[src/rtl/sga_snake_core_if.sv]
// Control/status bundle for sga_snake_core: step/direction requests in,
// head/size/flags and the registered segment read port out.
interface sga_snake_core_if #(
  parameter int unsigned GRID_BITS = 3,
  parameter int unsigned MAX_LEN   = 64
);
  localparam int unsigned CW = 2 * GRID_BITS;
  localparam int unsigned IW = $clog2(MAX_LEN);
  localparam int unsigned SW = $clog2(MAX_LEN + 1);

  logic          step;
  logic [1:0]    dir_in;
  logic          wrap_mode;
  logic [CW-1:0] apple;
  logic [IW-1:0] seg_idx;
  logic [CW-1:0] seg_pos;
  logic [CW-1:0] head;
  logic [SW-1:0] size;
  logic [1:0]    direction;
  logic          busy;
  logic          done;
  logic          ate;
  logic          wall_collision;
  logic          self_collision;
  logic          won;
  logic          lost;

  modport master (
    output step, dir_in, wrap_mode, apple, seg_idx,
    input  seg_pos, head, size, direction, busy, done, ate,
           wall_collision, self_collision, won, lost
  );

  modport slave (
    input  step, dir_in, wrap_mode, apple, seg_idx,
    output seg_pos, head, size, direction, busy, done, ate,
           wall_collision, self_collision, won, lost
  );
endinterface

[src/rtl/sga_snake_core.sv]
// Snake game core: circular body buffer, move/eat/collision FSM.
// Define SGA_SELF_COLLISION_EN to build the serial self-collision SCAN state.
module sga_snake_core #(
  parameter int unsigned GRID_BITS = 3,
  parameter int unsigned MAX_LEN   = 64,
  parameter int unsigned INIT_LEN  = 3
) (
  input logic            clock,
  input logic            restart,
  sga_snake_core_if.slave bus
);
  localparam int unsigned PW = $clog2(MAX_LEN);
  localparam int unsigned SW = $clog2(MAX_LEN + 1);
  localparam int unsigned CW = 2 * GRID_BITS;
  localparam logic [GRID_BITS-1:0] EDGE_MAX = '1;

  typedef enum logic [2:0] {
    IDLE,
    CALC,
`ifdef SGA_SELF_COLLISION_EN
    SCAN,
`endif
    COMMIT,
    OVER
  } state_t;

  state_t        state, state_next;
  logic [CW-1:0] body [MAX_LEN];
  logic [PW-1:0] head_ptr, tail_ptr;
  logic [CW-1:0] head_q, next_head, calc_head, seg_pos_q;
  logic [SW-1:0] size_q;
  logic [1:0]    dir_q, dir_eff;
  logic          eat_q, calc_wall, grow_win, done_next;
  logic          done_q, ate_q, wall_q, won_q, lost_q;

  function automatic logic [PW-1:0] ptr_inc(input logic [PW-1:0] p);
    return (p == PW'(MAX_LEN - 1)) ? '0 : p + PW'(1);
  endfunction

  // Buffer slot of segment i counted back from the head, modulo MAX_LEN.
  function automatic logic [PW-1:0] ptr_sub(input logic [PW-1:0] p, input logic [SW-1:0] i);
    int unsigned t;
    t = 32'(p) + MAX_LEN - 32'(i);
    if (t >= MAX_LEN) t = t - MAX_LEN;
    return PW'(t);
  endfunction

  always_comb begin
    logic [GRID_BITS-1:0] x, y;
    x = head_q[GRID_BITS-1:0];
    y = head_q[CW-1:GRID_BITS];
    // 00/11 and 01/10 are opposite pairs, so reversal is a bitwise inverse.
    dir_eff = ((bus.dir_in == ~dir_q) && (size_q > SW'(1))) ? dir_q : bus.dir_in;
    calc_wall = 1'b0;
    case (dir_eff)
      2'b00: begin calc_wall = (x == EDGE_MAX); x = x + GRID_BITS'(1); end
      2'b01: begin calc_wall = (y == EDGE_MAX); y = y + GRID_BITS'(1); end
      2'b10: begin calc_wall = (y == '0);       y = y - GRID_BITS'(1); end
      default: begin calc_wall = (x == '0);     x = x - GRID_BITS'(1); end
    endcase
    if (bus.wrap_mode) calc_wall = 1'b0;
    calc_head = {y, x};
  end

  assign grow_win = eat_q && (size_q == SW'(MAX_LEN - 1));

`ifdef SGA_SELF_COLLISION_EN
  logic [SW-1:0] scan_idx;
  logic          scan_last, scan_hit, self_q;

  // The tail slot is vacated by this move unless it eats, so it only blocks when growing.
  assign scan_last = (scan_idx == size_q - SW'(1));
  assign scan_hit  = (body[ptr_sub(head_ptr, scan_idx)] == next_head) && !(scan_last && !eat_q);
`endif

  always_comb begin
    state_next = state;
    done_next  = 1'b0;
    case (state)
      IDLE: if (bus.step) state_next = CALC;
      CALC: begin
        if (calc_wall) begin
          state_next = OVER;
          done_next  = 1'b1;
        end else begin
`ifdef SGA_SELF_COLLISION_EN
          state_next = SCAN;
`else
          state_next = COMMIT;
`endif
        end
      end
`ifdef SGA_SELF_COLLISION_EN
      SCAN: begin
        if (scan_hit) begin
          state_next = OVER;
          done_next  = 1'b1;
        end else if (scan_last) begin
          state_next = COMMIT;
        end
      end
`endif
      COMMIT: begin
        done_next  = 1'b1;
        state_next = grow_win ? OVER : IDLE;
      end
      default: state_next = state;
    endcase
  end

  always_ff @(posedge clock or posedge restart) begin
    if (restart) state <= IDLE;
    else         state <= state_next;
  end

  always_ff @(posedge clock or posedge restart) begin
    if (restart) begin
      for (int unsigned k = 0; k < MAX_LEN; k++)
        body[PW'(k)] <= (k < INIT_LEN) ? CW'(k) : '0;
      head_ptr  <= PW'(INIT_LEN - 1);
      tail_ptr  <= '0;
      head_q    <= CW'(INIT_LEN - 1);
      next_head <= '0;
      size_q    <= SW'(INIT_LEN);
      dir_q     <= 2'b00;
      eat_q     <= 1'b0;
      seg_pos_q <= '0;
      done_q    <= 1'b0;
      ate_q     <= 1'b0;
      wall_q    <= 1'b0;
      won_q     <= 1'b0;
      lost_q    <= 1'b0;
`ifdef SGA_SELF_COLLISION_EN
      scan_idx  <= '0;
      self_q    <= 1'b0;
`endif
    end else begin
      done_q    <= done_next;
      ate_q     <= 1'b0;
      seg_pos_q <= (SW'(bus.seg_idx) >= size_q) ? '0
                 : body[ptr_sub(head_ptr, SW'(bus.seg_idx))];
      case (state)
        CALC: begin
          dir_q     <= dir_eff;
          next_head <= calc_head;
          eat_q     <= (calc_head == bus.apple);
`ifdef SGA_SELF_COLLISION_EN
          scan_idx  <= '0;
`endif
          if (calc_wall) begin
            wall_q <= 1'b1;
            lost_q <= 1'b1;
          end
        end
`ifdef SGA_SELF_COLLISION_EN
        SCAN: begin
          scan_idx <= scan_idx + SW'(1);
          if (scan_hit) begin
            self_q <= 1'b1;
            lost_q <= 1'b1;
          end
        end
`endif
        COMMIT: begin
          head_ptr              <= ptr_inc(head_ptr);
          body[ptr_inc(head_ptr)] <= next_head;
          head_q                <= next_head;
          if (eat_q) begin
            size_q <= size_q + SW'(1);
            ate_q  <= 1'b1;
            if (grow_win) won_q <= 1'b1;
          end else begin
            tail_ptr <= ptr_inc(tail_ptr);
          end
        end
        default: ;
      endcase
    end
  end

  assign bus.seg_pos        = seg_pos_q;
  assign bus.head           = head_q;
  assign bus.size           = size_q;
  assign bus.direction      = dir_q;
  assign bus.busy           = (state != IDLE) && (state != OVER);
  assign bus.done           = done_q;
  assign bus.ate            = ate_q;
  assign bus.wall_collision = wall_q;
  assign bus.won            = won_q;
  assign bus.lost           = lost_q;
`ifdef SGA_SELF_COLLISION_EN
  assign bus.self_collision = self_q;
`else
  assign bus.self_collision = 1'b0;
`endif
endmodule

[src/flat_wrapper.sv]
// flat-port wrapper written by rule: the top's interface ports become plain ports
module sga_snake_core_flat 
#(
  parameter int unsigned GRID_BITS = 3,
  parameter int unsigned MAX_LEN   = 64,
  parameter int unsigned INIT_LEN  = 3
)
  (clock, restart, bus_step, bus_dir_in, bus_wrap_mode, bus_apple, bus_seg_idx, bus_seg_pos, bus_head, bus_size, bus_direction, bus_busy, bus_done, bus_ate, bus_wall_collision, bus_self_collision, bus_won, bus_lost);
  sga_snake_core_if #(.GRID_BITS(GRID_BITS), .MAX_LEN(MAX_LEN)) bus_i ();
  input logic clock;
  input logic restart;
  input wire logic [$bits(bus_i.step)-1:0] bus_step;
  input wire logic [$bits(bus_i.dir_in)-1:0] bus_dir_in;
  input wire logic [$bits(bus_i.wrap_mode)-1:0] bus_wrap_mode;
  input wire logic [$bits(bus_i.apple)-1:0] bus_apple;
  input wire logic [$bits(bus_i.seg_idx)-1:0] bus_seg_idx;
  output wire logic [$bits(bus_i.seg_pos)-1:0] bus_seg_pos;
  output wire logic [$bits(bus_i.head)-1:0] bus_head;
  output wire logic [$bits(bus_i.size)-1:0] bus_size;
  output wire logic [$bits(bus_i.direction)-1:0] bus_direction;
  output wire logic [$bits(bus_i.busy)-1:0] bus_busy;
  output wire logic [$bits(bus_i.done)-1:0] bus_done;
  output wire logic [$bits(bus_i.ate)-1:0] bus_ate;
  output wire logic [$bits(bus_i.wall_collision)-1:0] bus_wall_collision;
  output wire logic [$bits(bus_i.self_collision)-1:0] bus_self_collision;
  output wire logic [$bits(bus_i.won)-1:0] bus_won;
  output wire logic [$bits(bus_i.lost)-1:0] bus_lost;
  assign bus_i.step = bus_step;
  assign bus_i.dir_in = bus_dir_in;
  assign bus_i.wrap_mode = bus_wrap_mode;
  assign bus_i.apple = bus_apple;
  assign bus_i.seg_idx = bus_seg_idx;
  assign bus_seg_pos = bus_i.seg_pos;
  assign bus_head = bus_i.head;
  assign bus_size = bus_i.size;
  assign bus_direction = bus_i.direction;
  assign bus_busy = bus_i.busy;
  assign bus_done = bus_i.done;
  assign bus_ate = bus_i.ate;
  assign bus_wall_collision = bus_i.wall_collision;
  assign bus_self_collision = bus_i.self_collision;
  assign bus_won = bus_i.won;
  assign bus_lost = bus_i.lost;
  sga_snake_core #(.GRID_BITS(GRID_BITS), .MAX_LEN(MAX_LEN), .INIT_LEN(INIT_LEN)) u_core (.clock(clock), .restart(restart), .bus(bus_i));
endmodule
[config.mk]
export PLATFORM = sky130hd
export DESIGN_NAME = sga_snake_core_flat
export DESIGN_NICKNAME = d
export VERILOG_FILES = /design/src/rtl/sga_snake_core_if.sv /design/src/rtl/sga_snake_core.sv /design/src/flat_wrapper.sv
export SDC_FILE = /design/constraint.sdc
export NUM_CORES = 1
export LEC_CHECK = 0
export BUFFER_PORTS_ARGS = -buffer_cell sky130_fd_sc_hd__buf_2
export CELL_PAD_IN_SITES_DETAIL_PLACEMENT = 0
export CELL_PAD_IN_SITES_GLOBAL_PLACEMENT = 1
export CORE_MARGIN = 1.5
export CORE_UTILIZATION = 30
export DETAILED_ROUTE_END_ITERATION = 16
export HOLD_SLACK_MARGIN = 0.06
export PLACE_DENSITY_LB_ADDON = 0.12
export SLEW_MARGIN = 20
export SYNTH_ARGS = -nofsm -noshare
export SYNTH_HDL_FRONTEND = slang
export SYNTH_SLANG_ARGS = --single-unit
[constraint.sdc]
create_clock -name clock -period 21.6 [get_ports clock]
set_input_delay 0 -clock clock [delete_from_list [all_inputs] [get_ports clock]]
set_output_delay 0 -clock clock [all_outputs]
set_load 0.02 [all_outputs]
Word level (Yosys, flattened, before mapping)
Cells that the tools add are included.
Widths: inputs -> output; s select.
{"block": "totals", "ff_bits": 425, "latchBits": 0, "ram_bits": 0, "mem_bits_ro": 0, "inputBits": 18, "out_inout_bits": 28, "elab_cells": 143, "mem_count": 0}
{"block": "op_classes", "add_sub_neg": 9, "n_mul": 0, "n_div": 0, "magnitude_cmp": 6, "eq_ne": 12, "shifts": 0, "mux": 22, "bitwise": 3, "reduce_logical": 15}
{"operator": "$bwmux 384", "count": 1}
{"operator": "$bmux 6 s6", "count": 1}
{"operator": "$demux 6 s6", "count": 1}
{"operator": "$mux 6", "count": 6}
{"operator": "$ge 32x7->1 const B", "count": 1}
{"operator": "$ge 7x7->1 const B", "count": 2}
{"operator": "$not 6->7", "count": 2}
{"operator": "$pmux 3 s2", "count": 2}
{"operator": "$logic_not 3->1", "count": 3}
{"operator": "$pmux 3 s3", "count": 1}
{"operator": "$sub 8x6->9", "count": 1}
{"operator": "$add 6x7->8 const B", "count": 1}
{"operator": "$add 7x1->7 const B", "count": 1}
{"operator": "$eq 7x6->1 const B", "count": 1}
{"operator": "$ge 6x7->1", "count": 1}
{"operator": "$gt 7x1->1 const B", "count": 1}
{"operator": "$lt 7x1->1 const B", "count": 1}
{"operator": "$add 3x1->3 const B", "count": 2}
{"operator": "$add 6x1->6 const B", "count": 1}
{"operator": "$eq 3x3->1 const B", "count": 2}
{"operator": "$eq 6x6->1", "count": 1}
{"operator": "$eq 6x6->1 const B", "count": 1}
{"operator": "$reduce_and 2->1", "count": 3}
{"operator": "$reduce_bool 3->1", "count": 2}
{"operator": "other kinds (19)", "count": 28}

Depth between registers and ports, before layout
{"block": "depth", "depth_word": 9, "ltp_mapped": 14}

Least setup slack after synthesis
Ideal clock, no wire load.
{"block": "synth_path", "path_type": "flip-flop to flip-flop", "from": "reg u_core.head_ptr[0]", "to": "reg u_core.seg_pos_q[4], in the netlist u_core.bus.seg_pos[4]", "setup_ns": 0.121, "arrival_time_ns": 3.374, "required_ns": 21.479, "path_slack_ns": 18.105, "path_stages_with_launch": 11, "path_buffers": 2, "synth_period_minus_slack_ns": 3.495, "path_cell_list": "dfrtp_1 -> inv_1 -> ha_1 -> inv_1 -> fa_1 -> clkbuf_1 -> buf_1 -> mux4_2 -> mux4_2 -> mux2_2 -> a22o_1"}
{"block": "synth_via", "elab_chain_cells": 9, "elab_cells_between_ends": 10, "classes_between": "add/sub: 3; order compare: 1; mux: 5; bitwise: 1"}
{"item": "start: declaration", "line_no": "sga_snake_core.sv:29", "text": "logic [PW-1:0] head_ptr, tail_ptr;"}
{"item": "start signal: assignment", "line_no": "sga_snake_core.sv:120", "text": "head_ptr <= PW'(INIT_LEN - 1);"}
{"item": "start signal: assignment", "line_no": "sga_snake_core.sv:165", "text": "head_ptr <= ptr_inc(head_ptr);"}
{"item": "$add 6x7->8 (*)", "line_no": "sga_snake_core.sv:43", "text": "t = 32'(p) + MAX_LEN - 32'(i);"}
{"item": "$sub 8x6->9 (*)", "line_no": "sga_snake_core.sv:43"}
{"item": "$ge 32x7->1 / $sub 6x1->6 (equally long branches)", "line_no": "sga_snake_core.sv:44", "text": "if (t >= MAX_LEN) t = t - MAX_LEN;"}
{"item": "$mux 6 (*)", "line_no": "sga_snake_core.sv:44"}
{"item": "$not 6->7 (not written as such) (*)", "line_no": "sga_snake_core.sv:141", "text": ": body[ptr_sub(head_ptr, SW'(bus.seg_idx))];"}
{"item": "$bmux 6 s6 (*)", "line_no": "sga_snake_core.sv:141"}
{"item": "$mux 6 (not written as such) (*) (2 in series)", "line_no": "sga_snake_core.sv:141"}
{"item": "$mux 6 (*)", "line_no": "sga_snake_core.sv:140", "text": "seg_pos_q <= (SW'(bus.seg_idx) >= size_q) ? '0"}
{"item": "end signal: assignment", "line_no": "sga_snake_core.sv:140"}
{"item": "end: declaration", "line_no": "sga_snake_core.sv:30", "text": "logic [CW-1:0] head_q, next_head, calc_head, seg_pos_q;"}
Every way passes the cells marked *; elsewhere a longest branch is shown, timed or not. The select of a mux whose other input is x is not followed.
A chain may end at the register's enable or synchronous reset.

Worst setup path after layout
{"block": "layout_path", "from": "reg u_core.head_ptr[0]", "to": "reg u_core.seg_pos_q[0], in the netlist u_core.bus.seg_pos[0]"}
Same word-level chain as after synthesis.

==> out/results.ini <==
[global_routing]
grt_usage=0.1638
grt_pass1_wl_um=83350
grt_max_degree=131
antenna_found_initial=1
grt_pass1_vias=12235
grt_overflow=0

[clocking]
cts_tree=done
cts_root_buf=clkbuf_16
clkSinkCount=424
post_cts_buffers=0
clock_latency_ns=0.59
cts_made_buffers=50
ctsResizeCount=0
clkSlewWorstSetupHoldPaths_ns=0.06
h-tree-depth=2
cts_buffer_depth=3

[layout]
fin_util=0.3471
area_growth_pct=13.96
fin_nets=1414
final_area_mm2=0.02290
drive_above_1_share=0.4688
num_antenna_cells=0

[yosys]
async_flop_share=1.000
synth_cell_types=62
synth-edff-count=0
syn_inst=1341
ys.flop_type=dfrtp_1
ys_seq_elements=424
synth_fp_nets=1381
avgSynthCellArea_um2=14.99
netlist_area_mm2=0.02010
synth-seq-area-share=0.5283
yosys_warnings=0

[detailed_routing]
dr.pass1.iters=12
wl_um=54130
postRouteAntennaNets=0
drc=3
wire_per_inst_um=23.78
drt_iter0_drc=587
vias=11374
via_per_inst=4.997

[worst_setup_path]
reg2reg_from=u_core.head_ptr[0]
worstSetupEndpointType=register
worstSetupStartpoint=u_core.head_ptr[0]
cp.required_ns=22.06
cp_max_fo=45
worstSetupEndpoint=u_core.bus.seg_pos[0]
r2r_cells=10
worstSetupPathType=register to register
r2r_setup_slack_ns=16.31
startpoint_type=register
crit_arrival_ns=5.75
r2r-end=u_core.bus.seg_pos[0]

[timing]
slew_headroom=0.2460
setup_tns_ns=0
period_share=0.2448
final_hold_viol_count=0
finalSetupViolations=0
skew_ns=0.01978
slew_violations=0
grt_setup_unrepaired=no
finalCriticalPeriod_ns=5.288
worstMarginPinSlew_ns=1.131
fmax_mhz=189.1

[die]
row_count=94
die-area_mm2=0.06855
core_area_mm2=0.06598
num_io_pins=46
start_util=0.3046
die_x_um=261.8
die_y_um=261.8

[run_status]
violations=DRC
status=finished with violations

[power]
power_leakage_nw=10.56
power-per-cell-area_mw_per_mm2=116.7
irDropWorstVdd_mv=0.06725

[placed_design]
gp_congestion=0.7404
dp_hpwl_um=34590
io_buffers=44
placed_area_mm2=0.02123

[hold_path]
worstHoldPathType=input pin to asynchronous set/reset pin

[flow_run]
drv_cap=0

==> kinds of logic (layout without fill, tap and decap cells) <==
kind of cell / Yosys count / after routing / share of synthesized area
other cells: 1 / 1 / 0.0001866
compound gates: 61 / 61 / 0.02166
fa+ha+maj: 22 / 22 / 0.01482
mux: 526 / 526 / 0.3617
flops: 424 / 424 / 0.5283
simple gates: 163 / 163 / 0.03717
buf+inv: 116 / 187 / 0.02359
xor+xnor: 28 / 28 / 0.01258
==> final cells by class <==
| cell class | count | area, um^2 |
|---|---|---|
| fillers | 6320 | 43080 |
| flip-flops and latches | 424 | 10630 |
| multi-input cells | 801 | 9057 |
| clock buffers | 73 | 1409 |
| well taps | 864 | 1081 |
| repair buffers | 71 | 452.9 |
| clock inverters | 17 | 172.7 |
| inverters | 26 | 105.1 |
==> critical path: stages (launching register included) <==
cell,delay (ns)
dfrtp_1,0.42
inv_1,0.17
ha_4,0.16
inv_1,0.05
fa_4,1.01
buf_4,0.79
buf_4,0.84
mux4_2,0.62
mux4_2,0.48
mux2_2,0.32
a22o_1,0.25
==> metrics by stage <==
stage               hold WS, ns  worst slack (ns)  cells  total power (W)
detailed placement       0.2955             16.19   2177         0.001876
finish                   0.1854             16.31   2276         0.002672
floorplan                0.1988             9.805   1341         0.001586
global route             0.2745             15.95   2276         0.002830
global placement         0.2923             16.29   2176         0.001866
CTS                      0.2110             16.18   2276         0.002729
==> Yosys cell counts (2+ instances only) <==
cell | count | area [um^2]
a211oi_1 | 2 | 15.01
a21o_1 | 2 | 15.01
a21oi_1 | 12 | 60.06
a22o_1 | 6 | 52.55
and2_1 | 2 | 12.51
buf_1 | 5 | 18.77
buf_2 | 13 | 65.06
buf_4 | 4 | 30.03
clkbuf_1 | 67 | 251.5
dfrtp_1 | 418 | 10460
dfstp_2 | 6 | 157.7
fa_1 | 3 | 60.06
ha_1 | 19 | 237.7
inv_1 | 26 | 97.59
mux2_1 | 25 | 281.5
mux2_2 | 377 | 4245
mux2i_1 | 4 | 40.04
mux4_2 | 120 | 2703
nand2_1 | 31 | 116.4
nand2b_1 | 8 | 50.05
nand3_1 | 14 | 70.07
nand4_1 | 5 | 31.28
nor2_1 | 74 | 277.8
nor2b_1 | 6 | 37.54
nor3_1 | 7 | 35.03
nor4b_1 | 2 | 17.52
o21a_1 | 2 | 15.01
o21ai_0 | 16 | 80.08
o31ai_1 | 3 | 22.52
or2_1 | 3 | 18.77
or2_2 | 2 | 12.51
or3_1 | 2 | 12.51
xnor2_1 | 21 | 183.9
xor2_1 | 6 | 52.55
==> where the power goes <==
| part | internal [W] | switching (W) | leakage (nW) |
|---|---|---|---|
| combinational | 0.000350 | 0.000527 | 3.99 |
| clock | 0.000487 | 0.000340 | 0.775 |
| sequential | 0.000889 | 0.0000786 | 5.79 |
==> what timing repair did <==
action / CTS / global route
endpoints found under the setup margin: 0 / 0
hold endpoints to repair: 133 / 0
hold buffers: 9 / 0
==> flip-flops by register name, summed over array words and instances, names as in the netlist <==
| register | count |
|---|---|
| u_core.body | 384 |
| u_core.bus.ate | 1 |
| u_core.bus.direction | 2 |
| u_core.bus.done | 1 |
| u_core.bus.head | 6 |
| u_core.bus.seg_pos | 6 |
| u_core.bus.size | 7 |
| u_core.bus.wall_collision | 1 |
| u_core.bus.won | 1 |
| u_core.eat_q | 1 |
| u_core.head_ptr | 6 |
| u_core.next_head | 6 |
| u_core.state | 2 |
==> metal layers <==
layer	vias up	GRT usage	share of wire
met4	0	0.03464	0.016
met5	-	0	0
li1	5008	-	-
met1	6153	0.2282	0.46
met2	152	0.2650	0.48
met3	61	0.03154	0.041
==> how the worst min path moves through the flow <==
stage,end,slack [ns]
after detailed placement,u_core.body[287],0.30
after global placement,u_core.body[287],0.29
after floorplan,u_core.bus.wall_collision,0.20
after global routing,u_core.body[275],0.27
final,u_core.body[275],0.19
after CTS,u_core.body[275],0.21
==> layout by cell type (no fill, tap or decap), types with 7 or more instances in the layout <==
cell type | Yosys | layout
dfrtp_1 | 418 | 412
mux2_2 | 377 | 377
mux4_2 | 120 | 120
nor2_1 | 74 | 74
clkbuf_16 | 0 | 51
buf_2 | 13 | 44
nand2_1 | 31 | 31
inv_1 | 26 | 25
mux2_1 | 25 | 25
xnor2_1 | 21 | 20
ha_1 | 19 | 18
clkbuf_1 | 67 | 17
buf_4 | 4 | 17
o21ai_0 | 16 | 16
nand3_1 | 14 | 14
a21oi_1 | 12 | 12
clkinv_2 | 0 | 10
dlygate4sd3_1 | 0 | 9
nand2b_1 | 8 | 8
nor3_1 | 7 | 7
No activity file was read; power rests on OpenSTA's default activity.
